[src/rtl/shift_arb_pkg.sv]
// Shared types and constants for the two-channel rotate arbiter.
package shift_arb_pkg;

  localparam int DATA_W = 8;
  localparam int AMT_W  = 3;

  typedef enum logic {
    ST_IDLE = 1'b0,
    ST_FULL = 1'b1
  } state_e;

  localparam logic DIR_R = 1'b0;
  localparam logic DIR_L = 1'b1;

  function automatic logic [DATA_W-1:0] bit_rev(input logic [DATA_W-1:0] x);
    logic [DATA_W-1:0] r;
    for (int i = 0; i < DATA_W; i++) r[i] = x[DATA_W-1-i];
    return r;
  endfunction

endpackage

[src/rtl/rot_unit_8b.sv]
// Combinational 8-bit rotator: three log stages rotate right; a left rotate
// mirrors the operand before and after the same right-rotate network.
module rot_unit_8b
  import shift_arb_pkg::*;
(
  input  logic [DATA_W-1:0] data_i,
  input  logic              lr_i,
  input  logic [AMT_W-1:0]  amt_i,
  output logic [DATA_W-1:0] data_o
);

  logic [DATA_W-1:0] s0, s1, s2, s3;

  assign s0     = (lr_i == DIR_L) ? bit_rev(data_i) : data_i;
  assign s1     = amt_i[0] ? {s0[0],   s0[7:1]} : s0;
  assign s2     = amt_i[1] ? {s1[1:0], s1[7:2]} : s1;
  assign s3     = amt_i[2] ? {s2[3:0], s2[7:4]} : s2;
  assign data_o = (lr_i == DIR_L) ? bit_rev(s3) : s3;

endmodule

[src/rtl/shift_arb_2ch.sv]
// Round-robin arbiter sharing one rotator between two valid/ready requesters.
// Define SHIFT_ARB_STATS_EN to add per-channel grant counters gnt_cnt0/gnt_cnt1.
module shift_arb_2ch
  import shift_arb_pkg::*;
#(
  parameter logic RR_INIT = 1'b0,
  parameter int   STATS_W = 16
) (
  input  logic              clk,
  input  logic              reset,
  input  logic              req0_valid,
  output logic              req0_ready,
  input  logic [DATA_W-1:0] req0_data,
  input  logic              req0_lr,
  input  logic [AMT_W-1:0]  req0_amt,
  input  logic              req1_valid,
  output logic              req1_ready,
  input  logic [DATA_W-1:0] req1_data,
  input  logic              req1_lr,
  input  logic [AMT_W-1:0]  req1_amt,
  output logic              rsp_valid,
  input  logic              rsp_ready,
  output logic [DATA_W-1:0] rsp_data,
  output logic              rsp_id
`ifdef SHIFT_ARB_STATS_EN
  ,
  output logic [STATS_W-1:0] gnt_cnt0,
  output logic [STATS_W-1:0] gnt_cnt1
`endif
);

  state_e            state_q, state_d;
  logic              prio_q, prio_d;
  logic [DATA_W-1:0] data_q, data_d;
  logic              id_q, id_d;

  logic              acc, win, grant;
  logic [DATA_W-1:0] op_data, rot_out;
  logic              op_lr;
  logic [AMT_W-1:0]  op_amt;

  // Operands follow the winner, so a single rotator serves both channels.
  assign op_data = win ? req1_data : req0_data;
  assign op_lr   = win ? req1_lr   : req0_lr;
  assign op_amt  = win ? req1_amt  : req0_amt;

  rot_unit_8b u_rot (
    .data_i (op_data),
    .lr_i   (op_lr),
    .amt_i  (op_amt),
    .data_o (rot_out)
  );

  always_comb begin
    // NOTE: every output of this block gets a default first so no latch is inferred.
    state_d = state_q;
    prio_d  = prio_q;
    data_d  = data_q;
    id_d    = id_q;

    acc   = (state_q == ST_IDLE) | rsp_ready;
    win   = (req0_valid & req1_valid) ? prio_q : req1_valid;
    grant = acc & (req0_valid | req1_valid) & ~reset;

    if (grant) begin
      state_d = ST_FULL;
      prio_d  = ~win;
      data_d  = rot_out;
      id_d    = win;
    end else if ((state_q == ST_FULL) && rsp_ready) begin
      state_d = ST_IDLE;
    end
  end

  assign req0_ready = grant & ~win;
  assign req1_ready = grant &  win;

  always_ff @(posedge clk) begin
    // NOTE: state registers use non-blocking assignments so every flop samples pre-edge values.
    if (reset) begin
      state_q <= ST_IDLE;
      prio_q  <= RR_INIT;
      data_q  <= '0;
      id_q    <= 1'b0;
    end else begin
      state_q <= state_d;
      prio_q  <= prio_d;
      data_q  <= data_d;
      id_q    <= id_d;
    end
  end

  assign rsp_valid = (state_q == ST_FULL);
  assign rsp_data  = data_q;
  assign rsp_id    = id_q;

`ifdef SHIFT_ARB_STATS_EN
  logic [STATS_W-1:0] gnt_cnt0_q, gnt_cnt1_q;

  always_ff @(posedge clk) begin
    if (reset) begin
      gnt_cnt0_q <= '0;
      gnt_cnt1_q <= '0;
    end else begin
      if (req0_ready) gnt_cnt0_q <= gnt_cnt0_q + STATS_W'(1);
      if (req1_ready) gnt_cnt1_q <= gnt_cnt1_q + STATS_W'(1);
    end
  end

  assign gnt_cnt0 = gnt_cnt0_q;
  assign gnt_cnt1 = gnt_cnt1_q;
`endif

endmodule

[config.mk]
export PLATFORM = sky130hd
export DESIGN_NAME = shift_arb_2ch
export DESIGN_NICKNAME = d
export VERILOG_FILES = /design/src/rtl/shift_arb_pkg.sv /design/src/rtl/rot_unit_8b.sv /design/src/rtl/shift_arb_2ch.sv
export SDC_FILE = /design/constraint.sdc
export NUM_CORES = 1
export LEC_CHECK = 0
export ABC_CLOCK_PERIOD_IN_PS = 5050
export BUFFER_PORTS_ARGS = -buffer_cell sky130_fd_sc_hd__clkbuf_2
export CORE_MARGIN = 4
export CORE_UTILIZATION = 54
export DETAILED_ROUTE_END_ITERATION = 16
export MAX_ROUTING_LAYER = met4
export PLACE_DENSITY = 0.87
export SLEW_MARGIN = 25
export SYNTH_ARGS = -nofsm -noshare
export SYNTH_HDL_FRONTEND = slang
export SYNTH_HIERARCHICAL = 1
export SYNTH_SLANG_ARGS = --single-unit
[constraint.sdc]
create_clock -name clk -period 5.05 [get_ports clk]
set_input_delay 0.7575 -clock clk [delete_from_list [all_inputs] [get_ports clk]]
set_output_delay 0.7575 -clock clk [all_outputs]
set_load 0.01 [all_outputs]
Yosys cells after proc, flatten, opt, wreduce, memory -nomap -nowiden
Index checks and enable logic that the tools add are counted.
W data, S select, Z words.
{"block": "word_totals", "latchBits": 0, "wordCells": 27, "regBits": 11, "rom_bits": 0, "output_inout_bits": 12, "ramBits": 0, "n_memories": 0}
{"block": "classes", "mul": 0, "mux": 11, "n_bitwise": 10, "n_div": 0, "addsub": 0, "shifts": 0, "n_eq_ne": 0, "magnitude_cmp": 0, "n_reduce_logical": 2}
{"op": "$mux W8", "n": 6}
{"op": "$and A1 B1 Y1", "n": 5}
{"op": "$mux W1", "n": 4}
{"op": "$mux W3", "n": 1}
{"op": "$not A1 Y1", "n": 3}
{"op": "$or A1 B1 Y1", "n": 2}
{"op": "$reduce_bool A2 Y1", "n": 1}
{"op": "$logic_and A1 B1 Y1", "n": 1}

Logic depth before layout (Yosys ltp)
Gate-level depths: netlist of run 1.
{"block": "logic_depth", "depth_word": 8, "mapped_depth": 11, "mapped_depth_nobuf": 9}

Hierarchy
The synthesis of run 1 kept the hierarchy.
{"module": "shift_arb_2ch", "cells_per_inst": 68, "area_per_inst_um2": 644.4, "instances": 1, "seq_area_each_um2": 220.2}
{"module": "rot_unit_8b", "cells_per_inst": 38, "area_per_inst_um2": 544.3, "instances": 1, "seq_area_each_um2": 0.0}

Least setup slack after synthesis of run 1
Ideal clock, no wire load.
{"block": "synth_timing", "path_kind": "input to register", "startpoint": "in req0_valid", "endpoint": "reg data_q[6], in the netlist rsp_data[6]", "setup_time_ps": 119, "n_path_buf": 1, "cell_stages": 9, "arrival_ps": 2955, "required_time_ps": 4931, "path_slack_ps": 1976, "cell_sequence": "inv_1 -> o21ai_4 -> buf_6 -> mux2_2 -> xnor2_1 -> mux4_2 -> mux4_2 -> nand3b_1 -> a21oi_1"}
{"block": "synth_between", "word_cells_on_any_way": 13, "cone_classes": "mux (9); bitwise (4)"}
{"element": "start: declaration", "line_no": "shift_arb_2ch.sv:11", "rtl": "input logic req0_valid,"}
{"element": "$and A1 B1 Y1", "line_no": "shift_arb_2ch.sv:62", "rtl": "win = (req0_valid & req1_valid) ? prio_q : req1_valid;"}
{"element": "$mux W1", "line_no": "shift_arb_2ch.sv:62"}
{"element": "$mux W3", "line_no": "shift_arb_2ch.sv:45", "rtl": "assign op_amt = win ? req1_amt : req0_amt;"}
{"element": "via op_amt[0]", "line_no": "shift_arb_2ch.sv:40", "rtl": "logic [AMT_W-1:0] op_amt;"}
{"element": "$mux W8", "line_no": "rot_unit_8b.sv:15", "rtl": "assign s1 = amt_i[0] ? {s0[0], s0[7:1]} : s0;"}
{"element": "$mux W8", "line_no": "rot_unit_8b.sv:16", "rtl": "assign s2 = amt_i[1] ? {s1[1:0], s1[7:2]} : s1;"}
{"element": "$mux W8", "line_no": "rot_unit_8b.sv:17", "rtl": "assign s3 = amt_i[2] ? {s2[3:0], s2[7:4]} : s2;"}
{"element": "$mux W8", "line_no": "rot_unit_8b.sv:18", "rtl": "assign data_o = (lr_i == DIR_L) ? bit_rev(s3) : s3;"}
{"element": "via rot_out[6]", "line_no": "shift_arb_2ch.sv:38", "rtl": "logic [DATA_W-1:0] op_data, rot_out;"}
{"element": "end signal: assignment", "line_no": "shift_arb_2ch.sv:88", "rtl": "data_q <= data_d;"}
{"element": "end: declaration", "line_no": "shift_arb_2ch.sv:34", "rtl": "logic [DATA_W-1:0] data_q, data_d;"}
The timed path passes the listed nets, and every way through them passes these cells.
A chain may end at the register's enable or synchronous reset.

Final worst setup path of run 1
{"block": "layout_timing", "startpoint": "in req0_valid", "endpoint": "reg data_q[1], in the netlist rsp_data[1]"}
Same word-level chain as after synthesis.

==> run summary, run 1 <==
Top cell type's share of synthesized area: 34.1%
Status: completed
TritonCTS clock tree: built
CP cell instances: clkbuf_2 -> inv_1 -> o21ai_4 -> mux2_2 -> xnor2_1 -> mux4_2 -> mux4_2 -> nand3b_1 -> a21oi_1
Nets: 170
Drt pass-1 iters: 4
Post-DP HPWL: 2130 um
Syn avg cell area: 11.2 um^2
Netlist cell types: 24
Startpoint types: primary input
Slew margin rel.: 45.5%
Gate Count Post-Synth: 106
Max Fclk: 303 MHz
PwrDens: 242 mW/mm^2
CP Class: primary input to register
Synth area leaders: mux4_2 34%, dfxtp_1 19%, mux2_2 13%
Initial antenna violation count: 0
Tmin final: 3.30 ns
Die Y-Extent: 54.9 um
Routability cong.: 0.817
CP endpoint kind: register
WL final: 2670 um
Total number of vias: 1037
Number of core rows: 16
Worst Clk Skew: 0.00116 ns
Residual DRC: 0
# setup viols final: 0
WL per Instance: 16.0 um
Die W: 54.9 um
Hold buffers post-CTS: 0
Final Hold Viols: 0
Worst path required time: 5.21 ns
Initial cell density of the core: 58.8%
Post-CTS Setup Bufs: 0
Share of cells above drive strength 1: 55.0%
Sequential area share after synthesis: 18.5%
Max-cap violation count: 0
Buffers on Ports: 40
Clock tree buffer depth: 2
Max H-tree Level: 1
Vias per cell: 6.21
Diode count: 0
Post-synthesis register bit count: 11
Commonest non-fill, non-tap cell in the layout: clkbuf_2
Ys Warns: 6
Core Region: 0.00202 mm^2
Commonest non-fill, non-tap cells in the layout: 40 x clkbuf_2, 18 x mux4_2, 14 x mux2_2
CTS buffer count: 3
Post-CTS Resized: 0
First-pass GRT wire length: 4460 um
Synth-to-Final Area Change: 15.5%
Largest net degree at the start of global routing: 18
Io pins: 41
Syn Nets: 135
Setup tns final: 0 ns
Final Cycle Share: 65.3%
Final Slew Violations: 0
Unrepaired setup endpoints after global routing: no
Post-DRT Antenna Nets: 0
Leak: 0.557 nW
Vias in the first global route: 1025
Initial DRC count: 19
CP max FO: 14
Global route total overflow: 0
All-layer global routing usage: 21.1%
Synth Cell Area: 0.00119 mm^2
Final core utilization: 67.9%
Die area: 0.00302 mm^2
Clock Tree Root: clkbuf_4
Worst hold path type: register to register
Insertion delay of the later-clocked pin in the worst-skew pair: 0.27 ns
Worst path max stage delay: 0.60 ns
Peak supply drop: 0.144 mV
Largest area contributor in the netlist: mux4_2
Slowest cell on crit path: mux4_2
Clk pin slew, worst setup/hold paths: 0.07 ns
Critical path arrival: 3.46 ns
Sink Count: 11
Worst path most repeated cell: mux4_2
Worst-Margin Slew: 0.815 ns
## cell type report
class | count | area, um^2
Timing Repair Buffer | 40 | 200
Inverter | 1 | 3.75
Sequential cell | 11 | 220
Multi-Input combinational cell | 84 | 888
Clock buffer | 4 | 26.3
Tap cell | 27 | 33.8
Fill cell | 160 | 649
## per-layer routing
| metal | track usage, % | wire, um | vias to the layer above | part of all wire (%) |
|---|---|---|---|---|
| li1 | - | - | 491 | - |
| met1 | 23.3 | 1010 | 491 | 38 |
| met2 | 39.2 | 1440 | 50 | 54 |
| met3 | 1.07 | 169 | 5 | 6.3 |
| met4 | 8.91 | 52 | 0 | 1.9 |
| met5 | - | 0 | - | 0 |
## per-stage QoR
| stage | setup slack [ns] | cells | instance area, um^2 | hold WS, ns | power (W) |
|---|---|---|---|---|---|
| 4_1_cts | 1.72 | 167 | 1370 | 0.476 | 0.000333 |
| 3_5_place_dp | 1.44 | 163 | 1350 | 0.467 | 0.000273 |
| 3_3_place_gp | 1.59 | 163 | 1350 | 0.461 | 0.000263 |
| 6_report | 1.75 | 167 | 1370 | 0.474 | 0.000332 |
| 5_1_grt | 1.53 | 167 | 1370 | 0.505 | 0.000355 |
| 2_1_floorplan | 1.98 | 106 | 1190 | 0.496 | 0.000235 |
## worst max-delay path: cells and delay by family
family / cells / cell delay [ns]
simple gates: 1 / 0.11
mux: 3 / 1.62
xor+xnor: 1 / 0.34
buf+inv: 2 / 0.19
compound gates: 2 / 0.43
## Yosys cell counts
library cell / count
nand3b_1: 8
clkbuf_8: 2
nor2b_1: 3
nor3_1: 3
mux2_2: 14
o21ai_1: 1
nand2b_1: 1
o31ai_1: 1
buf_2: 2
clkbuf_2: 1
clkbuf_1: 3
mux2i_1: 4
a21oi_1: 12
xnor2_1: 1
a211oi_1: 2
and2b_2: 1
dfxtp_1: 11
mux4_2: 18
nand2_1: 3
inv_1: 1
buf_6: 2
o21ai_0: 9
o21ai_4: 1
nor2_1: 2
## power breakdown
group / total (W) / internal [W] / switching (W)
Clock: 0.0000614 / 0.0000307 / 0.0000308
Sequential: 0.000103 / 0.0000975 / 0.00000542
Combinational: 0.000168 / 0.0000900 / 0.0000781
## worst paths after layout
kind	cells after the start	slack, ns	end	from
setup / recovery	9	1.75	rsp_data[1]	req0_valid
hold / removal	2	0.47	rsp_data[5]	rsp_data[5]
setup reg to reg	7	2.03	rsp_data[1]	prio_q
hold reg to reg	2	0.47	rsp_data[5]	rsp_data[5]
## flip-flops by register name (all words and copies together) (netlist names)
register / count
prio_q: 1
rsp_data: 8
rsp_id: 1
rsp_valid: 1
## cell families after synthesis
| family | share of synthesized area (%) |
|---|---|
| xor gates and xnor gates | 0.737 |
| and+or+nand+nor | 10.7 |
| buffers and inverters | 6.74 |
| AOI/OAI and AO/OA | 12.5 |
| muxes | 50.7 |
| DFF | 18.5 |
No activity file was read; power rests on OpenSTA's default activity.
==> inputs of run 2 (changes only) <==
--- a/config.mk
+++ b/config.mk
@@ -5,13 +5,13 @@
 export SDC_FILE = /design/constraint.sdc
 export NUM_CORES = 1
 export LEC_CHECK = 0
-export ABC_CLOCK_PERIOD_IN_PS = 5050
+export ABC_CLOCK_PERIOD_IN_PS = 2700
 export BUFFER_PORTS_ARGS = -buffer_cell sky130_fd_sc_hd__clkbuf_2
 export CORE_MARGIN = 4
-export CORE_UTILIZATION = 54
+export CORE_UTILIZATION = 45
 export DETAILED_ROUTE_END_ITERATION = 16
 export MAX_ROUTING_LAYER = met4
-export PLACE_DENSITY = 0.87
+export PLACE_DENSITY = 0.78
 export SLEW_MARGIN = 25
 export SYNTH_ARGS = -nofsm -noshare
 export SYNTH_HDL_FRONTEND = slang
==> constraint.sdc (replaced) <==
create_clock -name clk -period 2.7 [get_ports clk]
set_input_delay 0.405 -clock clk [delete_from_list [all_inputs] [get_ports clk]]
set_output_delay 0.405 -clock clk [all_outputs]
set_load 0.01 [all_outputs]
==> run summary, run 2 (same netlist as run 1, synthesis figures left out) <==
Status: completed (unchanged)
Vias per cell: 5.94 (was 6.21)
Peak supply drop: 0.324 mV (was 0.144 mV)
Post-DRT Antenna Nets: 0 (unchanged)
Io pins: 41 (unchanged)
CP endpoint kind: register (unchanged)
Clock power share: 17.5% (was 18.5%)
CP max FO: 9 (was 14)
Clock Tree Root: clkbuf_4 (unchanged)
Nets: 176 (was 170)
Final Slew Violations: 0 (unchanged)
Unrepaired setup endpoints after global routing: no (unchanged)
Vias in the first global route: 1015 (was 1025)
All-layer global routing usage: 17.4% (was 21.1%)
Critical path arrival: 2.71 ns (was 3.46 ns)
Worst Clk Skew: 0.000526 ns (was 0.00116 ns)
Overall power: 0.000626 W (was 0.000332 W)
Max Fclk: 390 MHz
Final Cycle Share: 95.1%
Worst hold path type: register to register (unchanged)
CP top delay family: multiplexers (unchanged)
Die area: 0.00353 mm^2 (was 0.00302 mm^2)
Core Region: 0.00250 mm^2 (was 0.00202 mm^2)
Final Hold Viols: 0 (unchanged)
Slew margin rel.: 49.5% (was 45.5%)
Leak: 0.591 nW (was 0.557 nW)
Commonest non-fill, non-tap cells in the layout: 40 x clkbuf_2, 18 x mux4_2, 14 x mux2_2 (unchanged)
Seq pwr share: 30.8% (was 31.0%)
# setup viols final: 0 (unchanged)
Clock tree buffer depth: 2 (unchanged)
Synth-to-Final Area Change: 20.2% (was 15.5%)
Share of cells above drive strength 1: 57.5% (was 55.0%)
Post-CTS Resized: 0 (unchanged)
Max FFs per register: 8 (unchanged)
PwrDens: 438 mW/mm^2 (was 242 mW/mm^2)
Post-CTS Setup Bufs: 0 (unchanged)
Initial cell density of the core: 47.5% (was 58.8%)
Sw frac: 33.3% (was 34.4%)
Post-DP HPWL: 2170 um (was 2130 um)
CTS buffer count: 3 (unchanged)
Number of core rows: 18 (was 16)
Initial DRC count: 53 (was 19)
Residual DRC: 0 (unchanged)
Max H-tree Level: 1 (unchanged)
Drt pass-1 iters: 4 (unchanged)
Insertion delay of the later-clocked pin in the worst-skew pair: 0.26 ns (was 0.27 ns)
First-pass GRT wire length: 4670 um (was 4460 um)
Global route total overflow: 0 (unchanged)
Largest net degree at the start of global routing: 18 (unchanged)
P_int: 0.000418 W (was 0.000218 W)
Initial antenna violation count: 0 (unchanged)
Startpoint types: register (was primary input)
Clk pin slew, worst setup/hold paths: 0.07 ns (about the same)
Die W: 59.4 um (was 54.9 um)
Worst-Margin Slew: 0.755 ns (was 0.815 ns)
Diode count: 0 (unchanged)
Routability cong.: 0.858 (was 0.817)
Crit path buf inv count: 1 (was 2)
WL final: 2690 um (was 2670 um)
Final core utilization: 57.2% (was 67.9%)
Comb power frac: 51.8% (was 50.6%)
Worst path max stage delay: 0.48 ns (was 0.60 ns)
CP Class: register to register (was primary input to register)
WL per Instance: 15.3 um (was 16.0 um)
Switching power: 0.000208 W (was 0.000114 W)
Sink Count: 11 (unchanged)
Commonest non-fill, non-tap cell in the layout: clkbuf_2 (unchanged)
Max-cap violation count: 0 (unchanged)
TritonCTS clock tree: built (unchanged)
Buffers on Ports: 40 (unchanged)
Slowest cell on crit path: mux4_2 (unchanged)
Hold buffers post-CTS: 0 (unchanged)
Total number of vias: 1046 (was 1037)
CP cell instances: o21ai_4 -> buf_4 -> mux2_2 -> mux4_2 -> mux2_2 -> mux2i_1 -> mux2i_1 -> nand3b_1 -> a21oi_1 (was clkbuf_2 -> inv_1 -> o21ai_4 -> mux2_2 -> xnor2_1 -> mux4_2 -> mux4_2 -> nand3b_1 -> a21oi_1)
Tmin final: 2.57 ns
Worst path required time: 2.84 ns (was 5.21 ns)
Die Y-Extent: 59.4 um (was 54.9 um)
-- run 2: cell types whose count changed in the layout (fill, tap and decap cells not counted) --
cell and change:
xnor2_1 -1, xnor2_2 +1, buf_4 +6
-- run 2: worst paths after layout --
| kind | start | slack (ns) | to | cells after the start |
|---|---|---|---|---|
| worst max-delay path | prio_q | 0.13 | rsp_data[3] | 9 |
| worst max register to register | prio_q | 0.13 | rsp_data[3] | 9 |
| worst min register to register | rsp_data[3] | 0.47 | rsp_data[3] | 2 |
| worst min-delay path | rsp_data[3] | 0.47 | rsp_data[3] | 2 |
-- run 2: cell type report --
cell class | instances | area, um^2
Multi-Input combinational cell | 84 | 896
Fill cell | 211 | 1070
Timing Repair Buffer | 46 | 245
Tap cell | 30 | 37.5
Inverter | 1 | 3.75
Clock buffer | 4 | 26.3
Sequential cell | 11 | 220
-- run 2: power groups by stage --
stage	clock, W	sequential (W)	combinational (W)
floorplan	0	0.000205	0.000237
global placement	0	0.000195	0.000314
detailed placement	0	0.000196	0.000324
CTS	0.000112	0.000192	0.000325
global route	0.000124	0.000195	0.000355
finish	0.000109	0.000192	0.000324
-- run 2: per-stage QoR --
stage,hold WS [ns],std cells,setup WS (ns),instance area [um^2],TNS [ns]
floorplan,0.484,106,0.0612,1200,0
global placement,0.464,172,0.0396,1400,0
detailed placement,0.468,172,-0.0365,1400,-0.116
CTS,0.477,176,0.149,1430,0
global route,0.487,176,0.00441,1430,0
finish,0.474,176,0.133,1430,0
-- run 2: worst reg2reg max path, cell delays in order, from the launching register on --
cell	delay [ns]
dfxtp_1	0.35
o21ai_4	0.21
buf_4	0.21
mux2_2	0.42
mux4_2	0.48
mux2_2	0.29
mux2i_1	0.21
mux2i_1	0.12
nand3b_1	0.09
a21oi_1	0.06
-- run 2: per-layer routing --
layer | track usage (%) | vias up | routed length (um)
met5 | - | - | 0
met1 | 22.4 | 500 | 1110
met3 | 1.96 | 0 | 185
li1 | - | 502 | -
met4 | 3.88 | 0 | 0
met2 | 29.3 | 44 | 1390
